File: config.mk
export PLATFORM = sky130hd
export DESIGN_NAME = commit_sequencer
export DESIGN_NICKNAME = d
export VERILOG_FILES = /design/src/rtl/commit_sequencer.sv
export SDC_FILE = /design/constraint.sdc
export NUM_CORES = 1
export LEC_CHECK = 0
export CAP_MARGIN = 40
export CORE_ASPECT_RATIO = 0.7
export CORE_MARGIN = 2
export CORE_UTILIZATION = 55
export DETAILED_ROUTE_END_ITERATION = 7
export GPL_ROUTABILITY_DRIVEN = 0
export PLACE_DENSITY = 0.78
export SYNTH_ARGS = -nofsm -noshare
export SYNTH_HDL_FRONTEND = slang
export SYNTH_SLANG_ARGS = --single-unit
export TNS_END_PERCENT = 50
File: constraint.sdc
create_clock -name clock -period 10.05 [get_ports clock]
set_clock_uncertainty 0.1 [all_clocks]
set_input_delay 2.01 -clock clock [delete_from_list [all_inputs] [get_ports clock]]
set_output_delay 2.01 -clock clock [all_outputs]
set_load 0.02 [all_outputs]
File: src/rtl/commit_sequencer.sv
// Retirement-record buffer between the core commit port and the ISA checker.
// Replays records as back-pressured event/commit beats and tracks overflow and liveness.
module commit_sequencer #(
  parameter int DEPTH       = 4,
  parameter int WDOG_CYCLES = 1024
) (
  input  logic                     clock,
  input  logic                     reset,

  input  logic                     in_valid,
  output logic                     in_ready,
  input  logic [31:0]              in_pc,
  input  logic [31:0]              in_inst,
  input  logic                     in_mem_read_valid,
  input  logic                     in_mem_write_valid,
  input  logic [31:0]              in_mem_read_addr,
  input  logic [31:0]              in_mem_read_data,
  input  logic [31:0]              in_mem_write_addr,
  input  logic [31:0]              in_mem_write_data,
  input  logic                     in_trap,
  input  logic [31:0]              in_trap_cause,

  input  logic                     out_ready,
  output logic                     out_commit_valid,
  output logic [31:0]              out_commit_pc,
  output logic [31:0]              out_commit_inst,
  output logic                     out_mem_read_valid,
  output logic                     out_mem_write_valid,
  output logic [31:0]              out_mem_read_addr,
  output logic [31:0]              out_mem_read_data,
  output logic [31:0]              out_mem_write_addr,
  output logic [31:0]              out_mem_write_data,
  output logic                     out_event_valid,
  output logic [31:0]              out_event_cause,
  output logic [31:0]              out_event_pc,
  output logic [31:0]              out_event_inst,

  output logic [$clog2(DEPTH):0]   level,
  output logic                     overflow,
  output logic                     wdog_timeout
);

  // state    | meaning
  // ---------+---------------------------------------------------------
  // S_IDLE   | output stage empty, no beat presented
  // S_EVENT  | exception-event beat of the held (trapping) record
  // S_COMMIT | commit beat of the held record

  localparam int PW  = $clog2(DEPTH);
  localparam int LW  = PW + 1;
  localparam int WCW = $clog2(WDOG_CYCLES + 1);

  typedef struct packed {
    logic [31:0] pc;
    logic [31:0] inst;
    logic        mem_read_valid;
    logic        mem_write_valid;
    logic [31:0] mem_read_addr;
    logic [31:0] mem_read_data;
    logic [31:0] mem_write_addr;
    logic [31:0] mem_write_data;
    logic        trap;
    logic [31:0] trap_cause;
  } rec_t;

  typedef enum logic [1:0] {
    S_IDLE   = 2'd0,
    S_EVENT  = 2'd1,
    S_COMMIT = 2'd2
  } state_t;

  state_t          state_q, state_d;
  rec_t            rec_q, rec_d;
  rec_t            in_rec;
  rec_t            head_rec;
  rec_t            fifo_mem [DEPTH];
  logic [PW-1:0]   wr_ptr_q, rd_ptr_q;
  logic [LW-1:0]   level_q;
  logic [WCW-1:0]  wdog_cnt_q, wdog_cnt_d;
  logic            overflow_q, wdog_timeout_q;
  logic            full, empty;
  logic            push_ok, push_fifo, pop, bypass;
  logic            transfer, free, commit_xfer;

  always_comb begin
    in_rec                 = '0;
    in_rec.pc              = in_pc;
    in_rec.inst            = in_inst;
    in_rec.mem_read_valid  = in_mem_read_valid;
    in_rec.mem_write_valid = in_mem_write_valid;
    in_rec.mem_read_addr   = in_mem_read_addr;
    in_rec.mem_read_data   = in_mem_read_data;
    in_rec.mem_write_addr  = in_mem_write_addr;
    in_rec.mem_write_data  = in_mem_write_data;
    in_rec.trap            = in_trap;
    in_rec.trap_cause      = in_trap_cause;
  end

  assign head_rec = fifo_mem[rd_ptr_q];
  assign full     = (level_q == LW'(DEPTH));
  assign empty    = (level_q == '0);
  assign push_ok  = in_valid && !full;

  assign transfer    = (state_q != S_IDLE) && out_ready;
  assign free        = (state_q == S_IDLE) || transfer;
  assign commit_xfer = (state_q == S_COMMIT) && out_ready;

  // Next-state / output-stage load. A free EVENT stage always means its beat
  // just transferred, so the same record moves on to its commit beat.
  always_comb begin
    state_d = state_q;
    rec_d   = rec_q;
    pop     = 1'b0;
    bypass  = 1'b0;
    if (free) begin
      if (state_q == S_EVENT) begin
        state_d = S_COMMIT;
      end else if (!empty) begin
        pop     = 1'b1;
        rec_d   = head_rec;
        state_d = head_rec.trap ? S_EVENT : S_COMMIT;
      end else if (push_ok) begin
        bypass  = 1'b1;
        rec_d   = in_rec;
        state_d = in_trap ? S_EVENT : S_COMMIT;
      end else begin
        state_d = S_IDLE;
      end
    end
  end

  assign push_fifo = push_ok && !bypass;

  always_comb begin
    wdog_cnt_d = wdog_cnt_q;
    if (commit_xfer) begin
      wdog_cnt_d = '0;
    end else if (wdog_cnt_q != WCW'(WDOG_CYCLES)) begin
      wdog_cnt_d = wdog_cnt_q + WCW'(1);
    end
  end

  always_ff @(posedge clock) begin
    if (reset) begin
      state_q        <= S_IDLE;
      rec_q          <= '0;
      wr_ptr_q       <= '0;
      rd_ptr_q       <= '0;
      level_q        <= '0;
      overflow_q     <= 1'b0;
      wdog_cnt_q     <= '0;
      wdog_timeout_q <= 1'b0;
    end else begin
      state_q    <= state_d;
      rec_q      <= rec_d;
      wdog_cnt_q <= wdog_cnt_d;
      if (push_fifo) wr_ptr_q <= wr_ptr_q + PW'(1);
      if (pop)       rd_ptr_q <= rd_ptr_q + PW'(1);
      if (push_fifo && !pop)      level_q <= level_q + LW'(1);
      else if (!push_fifo && pop) level_q <= level_q - LW'(1);
      if (in_valid && full) overflow_q <= 1'b1;
      if (wdog_cnt_d == WCW'(WDOG_CYCLES)) wdog_timeout_q <= 1'b1;
    end
  end

  // Storage needs no reset: pointers and level define what is valid.
  always_ff @(posedge clock) begin
    if (!reset && push_fifo) begin
      fifo_mem[wr_ptr_q] <= in_rec;
    end
  end

  assign in_ready     = !full;
  assign level        = level_q;
  assign overflow     = overflow_q;
  assign wdog_timeout = wdog_timeout_q;

  assign out_commit_valid    = (state_q == S_COMMIT);
  assign out_event_valid     = (state_q == S_EVENT);
  assign out_commit_pc       = rec_q.pc;
  assign out_commit_inst     = rec_q.inst;
  // A trapping instruction never performed its access.
  assign out_mem_read_valid  = out_commit_valid && rec_q.mem_read_valid && !rec_q.trap;
  assign out_mem_write_valid = out_commit_valid && rec_q.mem_write_valid && !rec_q.trap;
  assign out_mem_read_addr   = rec_q.mem_read_addr;
  assign out_mem_read_data   = rec_q.mem_read_data;
  assign out_mem_write_addr  = rec_q.mem_write_addr;
  assign out_mem_write_data  = rec_q.mem_write_data;
  assign out_event_cause     = rec_q.trap_cause;
  assign out_event_pc        = rec_q.pc;
  assign out_event_inst      = rec_q.inst;

endmodule
==> metrics.txt <==
crit path time final 4.72 ns; CTS clk-pin slew, worst paths 0.06 ns; Crit Path Class in2reg; outcome complete, no violations; Routed WL per cell ~24 um; pwr dens about 290 nW/um2; #FFs+latches synth between 1000 and 1500; Syn Inst Count 2886; total track usage 23.0%; port bufs between 500 and 600; Hold/Removal Path Class reg2reg; Slew Viols, Final 0; Nets between 3000 and 4000; remaining antenna violation count 0; Die Y 248 um; Seq/Total Area, Yosys between 60 and 70%; top post-synthesis cells by count edfxtp_1 (908), nand2_1 (461), buf_4 (304); die width 353 um; Worst Path Max Fanout between 100 and 150; DRC Markers 0; initial antenna violation count 11; Setup TNS 0 ns; Yosys cell types 43; IO Count 529; worst hold path startpoint rec_q[32]; CTS buffer count 107; period utilization 47.0%; R2R Path End fifo_mem[1][35]; clock network power share a little over a quarter; number of synthesized flops with an enable pin 908; Worst-Margin Slew 1.17 ns; commonest register cell after synthesis edfxtp_1; leak pwr 17.8 nW; grt total ovfl 0; Peak Freq 212 MHz; vias in the first global route 25900; P_sw between 5 and 6 mW; Std-Cell Rows between 80 and 90; Yosys top cell by area edfxtp_1; TritonCTS clock tree yes; combinational share of power 34.1%; top cells by area, synth edfxtp_1 (58%), mux4_2 (11%), dfxtp_1 (11%); first-pass GRT wire length 154000 um; initial drt markers 2164; most frequent cell after synthesis edfxtp_1; reg2reg setup slack 6.80 ns; clk buf depth 3; hold endpoint rec_q[32]; total routed wirelength 102000 um; asr flop ratio synth 0%; Fin. Hold Viols 0; switching share of total power roughly 33%; Flop pwr share about two fifths; Core Region 84300 um2; Worst Setup Start Kind input port; unrepaired setup endpoints after global routing no; drt pass-1 iters 5; post-CTS sizing 0; Register-to-Register Path Depth 6; # Post-CTS Setup Buffers 0; peak supply drop approximately 0.33 mV; starting density of the core between 50% and 60%; dpl hpwl 60600 um; Fillers 5592; Req. time, crit path 10.21 ns; WP data arrival between 4 and 5 ns; Max Cap Viol 0; hold slack 0.388 ns; internal power component 10.5 mW; hold buffer count at CTS 0; area grow syn2layout 17.3%; final setup violation count 0; Yosys Warn Count 0; Mapped Area approximately 47000 um2; Root Driver clkbuf_16; pin count of the biggest net entering global routing between 150 and 200; via count 25300; share of cells above drive strength 1 19.7%; worst relative slew slack 22.3%; syn nets 3125; Die ar. 87600 um2; Via density about 6; Yosys top cell area share 58.2%; clock network latency to the later pin of the worst-skew pair 0.65 ns; clock sink count 1159; Critical R2R Launch state_q[1]; worst hold stages 2; H-tree depth 3; crit end category flip-flop; Synth Area per Inst 16.2 um2
==> layout make-up <==
class	instances	area [um2]	share of cell area (%)
Sequential cell	1159	32300	58.8
Antenna cell	8	20.0	0.0364
Tap cell	1137	1420	2.59
Clock inverter	63	651	1.18
Inverter	7	26.3	0.0478
Multi-Input combinational cell	1250	11500	20.9
Clock buffer	138	3060	5.56
Timing Repair Buffer	570	6000	10.9
==> per-layer routing <==
| layer | vias up | wire, um | track usage (%) |
|---|---|---|---|
| met5 | - | 48 | 0 |
| met3 | 161 | 7450 | 4.92 |
| met4 | 8 | 2850 | 7.87 |
| met1 | 13000 | 40800 | 29.9 |
| met2 | 976 | 51300 | 38.9 |
| li1 | 11100 | - | - |
==> cell families (layout without fill, tap and decap cells) <==
| kind of cell | count (synthesis) | count (layout) | share of synthesized area, % |
|---|---|---|---|
| buf+inv | 477 | 778 | 6.65 |
| other cells | 0 | 8 | 0 |
| simple gates | 751 | 751 | 6.22 |
| flops | 1159 | 1159 | 68.9 |
| fa+ha+maj | 8 | 8 | 0.230 |
| xor+xnor | 14 | 14 | 0.262 |
| compound gates | 249 | 249 | 6.81 |
| mux | 228 | 228 | 10.9 |
==> through the flow <==
| stage | utilization (%) | area (um2) | total power [mW] | setup WS [ns] | instances |
|---|---|---|---|---|---|
| 2_1_floorplan | - | 46900 | 10.4 | 1.42 | 2886 |
| 3_3_place_gp | 60.3 | 50800 | 11.4 | 4.12 | 4107 |
| 3_5_place_dp | 60.8 | 51200 | 11.7 | 4.67 | 4123 |
| 4_1_cts | 65.2 | 54900 | 15.9 | 5.36 | 4324 |
| 5_1_grt | 65.2 | 55000 | 16.5 | 5.10 | 4330 |
| 6_report | 65.2 | 55000 | 15.8 | 5.33 | 4332 |
==> cell usage in the layout (no fill, tap or decap), types with 6 or more instances in the layout <==
cell type and n:
clkinv_2 23, edfxtp_1 908, clkinv_1 8, clkbuf_1 16, clkdlybuf4s50_1 527, nand2_1 461, a21oi_1 7, xnor2_1 7
clkinv_4 6, inv_1 7, ha_1 7, nor2_1 252, buf_12 11, mux4_2 227, a311oi_2 170, xor2_1 7
clkbuf_16 117, buf_4 18, bufinv_16 11, buf_16 13, dfxtp_1 249, a311oi_1 56, clkinvlp_4 9, diode_2 8
==> sequential cells by signal (all words and copies together), names as in the netlist, named ones only <==
register and count:
wr_ptr_q 2, out_event_cause 32, wdog_timeout 1, out_commit_inst 32, overflow 1, out_mem_read_data 32
out_mem_write_addr 32, state_q 2, out_mem_read_addr 32, rec_q 3, out_mem_write_data 32, out_commit_pc 32
wdog_cnt_q 11, fifo_mem 908, rd_ptr_q 2, level 3
==> power by group through the flow <==
stage / clock network (mW) / registers [mW] / logic (mW)
2_1_floorplan: 0 / 6.20 / 4.25
3_3_place_gp: 0 / 6.29 / 5.12
3_5_place_dp: 0 / 6.30 / 5.40
4_1_cts: 4.29 / 6.21 / 5.44
5_1_grt: 4.48 / 6.26 / 5.78
6_report: 4.21 / 6.21 / 5.39
==> worst max-delay path by stage <==
stage / startpoint / to / slack, ns
global placement: out_ready / fifo_mem[0][100] / 4.12
detailed placement: out_ready / fifo_mem[1][104] / 4.67
CTS: out_ready / fifo_mem[1][104] / 5.36
finish: out_ready / fifo_mem[1][35] / 5.33
global route: out_ready / fifo_mem[1][35] / 5.10
floorplan: out_ready / fifo_mem[0][0] / 1.42
==> critical path: stages <==
cell	delay (ns)
clkdlybuf4s50_1	0.44
and2_1	0.20
o31ai_1	0.28
nand2_1	0.19
nor2_1	0.27
and2_4	0.67
buf_12	0.62
No activity file was read; power rests on OpenSTA's default activity.
